$ cat src/rtl/slow_gate.sv
// Slow-mode gate: forces motherboard-synchronous slow mode during accesses to slow peripherals.
// Define SLOW_HOLD_EN to build the post-access hold timer (HOLD state and tick counter).
module slow_gate #(
  parameter int TICKW = 4
) (
  input  logic       CLK,
  input  logic       POR,
  input  logic       BACT,
  input  logic       IACKCS,
  input  logic       VIACS,
  input  logic       IWMCS,
  input  logic       SCCCS,
  input  logic       SCSICS,
  input  logic       SndCS,
  input  logic       SlowIACK,
  input  logic       SlowVIA,
  input  logic       SlowIWM,
  input  logic       SlowSCC,
  input  logic       SlowSCSI,
  input  logic       SlowSnd,
  input  logic       SlowClockGate,
  input  logic [3:0] SlowTimeout,
  input  logic       Tick,
  output logic       Slow,
  output logic       ClockGate,
  output logic       Holding
);

  localparam logic [1:0] FAST = 2'd0;
  localparam logic [1:0] ACC  = 2'd1;

  logic [1:0] state;
  logic [1:0] nextState;
  logic       hit;
  logic       holdNext;

  assign hit = BACT & |{IACKCS & SlowIACK, VIACS & SlowVIA, IWMCS & SlowIWM,
                        SCCCS & SlowSCC, SCSICS & SlowSCSI, SndCS & SlowSnd};

`ifdef SLOW_HOLD_EN
  localparam logic [1:0]         HOLD    = 2'd2;
  localparam logic [3+TICKW:0]   CNT_ONE = {{(3+TICKW){1'b0}}, 1'b1};

  logic [3+TICKW:0] cnt;
  logic [3+TICKW:0] cntNext;

  always_comb begin
    nextState = state;
    cntNext   = cnt;
    case (state)
      FAST: if (hit) nextState = ACC;
      ACC: begin
        // The reload wins over any Tick seen on the same edge.
        if (!BACT) begin
          cntNext   = {SlowTimeout, {TICKW{1'b1}}};
          nextState = (SlowTimeout == 4'd0) ? FAST : HOLD;
        end
      end
      HOLD: begin
        if (hit) begin
          nextState = ACC;
        end else if (Tick && cnt != '0) begin
          cntNext = cnt - CNT_ONE;
          if (cnt == CNT_ONE) nextState = FAST;
        end
      end
      default: nextState = FAST;
    endcase
  end

  assign holdNext = (nextState == HOLD);

  always_ff @(posedge CLK) begin
    if (POR) cnt <= '0;
    else     cnt <= cntNext;
  end
`else
  logic             unusedHoldInputs;
  logic [TICKW-1:0] unusedTickPad;

  assign unusedHoldInputs = ^{SlowTimeout, Tick};
  assign unusedTickPad    = '0;

  always_comb begin
    nextState = state;
    case (state)
      FAST:    if (hit) nextState = ACC;
      ACC:     if (!BACT) nextState = FAST;
      default: nextState = FAST;
    endcase
  end

  assign holdNext = 1'b0;
`endif

  // Outputs are registered from the next state so Slow rises on the edge that samples the hit.
  always_ff @(posedge CLK) begin
    if (POR) begin
      state     <= FAST;
      Slow      <= 1'b0;
      ClockGate <= 1'b0;
      Holding   <= 1'b0;
    end else begin
      state     <= nextState;
      Slow      <= (nextState != FAST);
      ClockGate <= Slow & SlowClockGate;
      Holding   <= holdNext;
    end
  end

endmodule

$ cat config.mk
export PLATFORM = sky130hd
export DESIGN_NAME = slow_gate
export DESIGN_NICKNAME = d
export VERILOG_FILES = /design/src/rtl/slow_gate.sv
export SDC_FILE = /design/constraint.sdc
export NUM_CORES = 1
export LEC_CHECK = 0
export ABC_CLOCK_PERIOD_IN_PS = 900
export CORE_AREA = 2 2 39 41
export DETAILED_ROUTE_END_ITERATION = 10
export DIE_AREA = 0 0 41 43
export DONT_BUFFER_PORTS = 1
export HOLD_SLACK_MARGIN = 0.12
export PLACE_DENSITY = 0.3
export SLEW_MARGIN = 40
export SYNTH_ARGS = -nofsm -noshare
export SYNTH_HDL_FRONTEND = slang
export SYNTH_SLANG_ARGS = --single-unit
$ cat constraint.sdc
create_clock -name CLK -period 0.9 [get_ports CLK]
set_input_delay 0.18 -clock CLK [delete_from_list [all_inputs] [get_ports CLK]]
set_output_delay 0.18 -clock CLK [all_outputs]
set_load 0.05 [all_outputs]
==> results <==
-- synthesized netlist by cell type --
cell,count,share of area
dfxtp_1,4,0.56
and3_1,2,0.088
nor2_1,2,0.053
a21oi_1,1,0.035
a222oi_1,1,0.070
a22oi_1,1,0.053
buf_4,1,0.053
conb_1,1,0.026
nand2_1,1,0.026
nand3_1,1,0.035
-- through the flow --
| step | hold WS (ns) | utilization | power, mW | TNS (ns) | instance area (sq um) |
|---|---|---|---|---|---|
| finish | 0.182 | 0.186 | 0.462 | -0.000487 | 258 |
| global route | 0.190 | 0.186 | 0.492 | -0.0247 | 258 |
| CTS | 0.175 | 0.184 | 0.473 | -0.00229 | 254 |
| detailed placement | 0.256 | 0.144 | 0.237 | -0.119 | 199 |
| global placement | 0.255 | 0.144 | 0.237 | -0.0804 | 199 |
| floorplan | 0.252 | - | 0.225 | 0 | 146 |
-- layout by cell type, fill, tap and decap left out --
master,instances
dfxtp_1,2
and3_1,2
buf_12,2
dlygate4sd3_1,3
nor2_1,2
nand2_1,1
a21oi_2,1
nand3_1,1
clkbuf_4,3
conb_1,2
dfxtp_2,2
a222oi_1,1
a22oi_1,1
-- final timing paths --
kind | startpoint | end | slack [ns]
setup / recovery | Slow | Slow | -0.0005
hold / removal | POR | state[0] | 0.18
setup reg to reg | state[0] | Slow | 0.09
hold reg to reg | Slow | ClockGate | 0.46
-- power by group --
part           switching [mW]  leakage [nW]  internal [mW]
logic                  0.0284        0.0598         0.0285
registers             0.00444        0.0338          0.186
clock network          0.0659        0.0138          0.149
total                  0.0988         0.107          0.363
-- repair_timing --
| action | in CTS | in global routing |
|---|---|---|
| gates resized for setup | 2 | 1 |
| hold endpoints to repair | 3 | 0 |
| setup endpoints to repair | 2 | 3 |
| buffers inserted | 0 | 0 |
| pin swaps | 0 | 0 |
| hold buffers | 3 | 0 |
-- cells by family after synthesis --
family                 synth area share
buffers and inverters            0.0527
other                            0.0263
AND/OR/NAND/NOR                   0.202
flip-flops                        0.561
AO/OA/AOI/OAI                     0.158
-- cell type report --
class                   count  area, sq um
repair buffers              5         70.1
well taps                  16         20.0
flip-flops and latches      4         82.6
clock buffers               3         22.5
fillers                   150         1130
multi-input cells          11         62.6
-- sequential cells by signal, summed over array words and instances (netlist names) --
| register | cells |
|---|---|
| ClockGate | 1 |
| Slow | 1 |
| state | 2 |
-- metal layers --
layer | vias to the layer above | share of wire | global-route usage
met2 | 17 | 0.39 | 0.0500
met3 | 0 | 0.18 | 0.0681
met1 | 55 | 0.43 | 0.0417
met4 | 0 | 0 | 0.0200
met5 | - | 0 | 0
li1 | 68 | - | -
==> out/metrics.cfg <==
[final_layout]
syn2layout_area_growth_pct = 80.7
n_antenna_cell = 0
fin_nets = 46
instances_no_fill = 39
drive_above_1_share = 0.348

[setup_path]
cpPeakStageDelay_ns = 0.35
critical_path_required_ns = 0.72
critical_path_class = flip-flop to primary output
startpoint_type = flip-flop
critical_path_cell_count = 1
crit_arrival_ns = 0.72
critPathSlowestCell = dfxtp_2
critPathBufInv = 1
endpoint_kind = primary output
path_cells = buf_12
crit_family = flip-flops
cp_max_fo = 2
reg2reg_depth = 3

[clock_tree]
htreeDepth = 1
clk_pin_slew_ns = 0.04
cts_sinks = 4
numCtsBuffers = 3
cts_tree = built
clock_latency_ns = 0.23
clockRootBuffer = clkbuf_4
clockBufferDepth = 2

[global_routing]
track_usage = 0.0451
antenna_found_initial = 0
grt_overflow = 0
grt_pass1_vias = 135
grt_max_degree = 3
grt_first_pass_wirelength_microns = 462

[logic_synthesis]
syn_area_sq_um = 143
ys_warn_count = 0
synth-seq-area-share = 0.561
yosysUniqueCellTypes = 10
yosys_register_bits = 4
syn_inst = 15
avgSynthCellArea_sq_um = 9.51

[floorplanning]
initial_core_util = 0.103
placementRows = 14
die_x_microns = 41
die-area_sq_um = 1760
ios = 24
die_h_microns = 43
core-area_sq_um = 1380

[sta]
rsz0062_at_grt = true
clock-skew-final_ns = 0.00330
finalSetupViolCount = 1
drv_slew = 0
post-route-period-util = 1.00
timing.final.crit_period_ns = 0.900
fmax_mhz = 1110
setup_ws_ns = -0.000487
finalHoldViolCount = 0

[place]
gp_congestion = 0.519
io_buffer_count = 0
place_inst = 33
dp_slack_ns = -0.0596

[hold_path]
hold-path-cell-count = 2
hold_path.class = primary input to flip-flop

[status]
run_status = complete, but fails checks
violations = setup timing

[detailed_routing]
first_pass_iters = 4
via_count = 140
drcViolationCount = 0
wl_per_cell_microns = 8.79
initialDrtViolationCount = 2
routed_wl_microns = 343
drt.antenna.violating_nets = 0
via_per_inst = 3.59

[flow_run]
cap_violations = 0

[power]
p_leak_nw = 0.107
peakVddDrop_uv = 765
powerDensity_nw_per_um2 = 1790

Note: power is estimated with default switching activity, not from simulation.
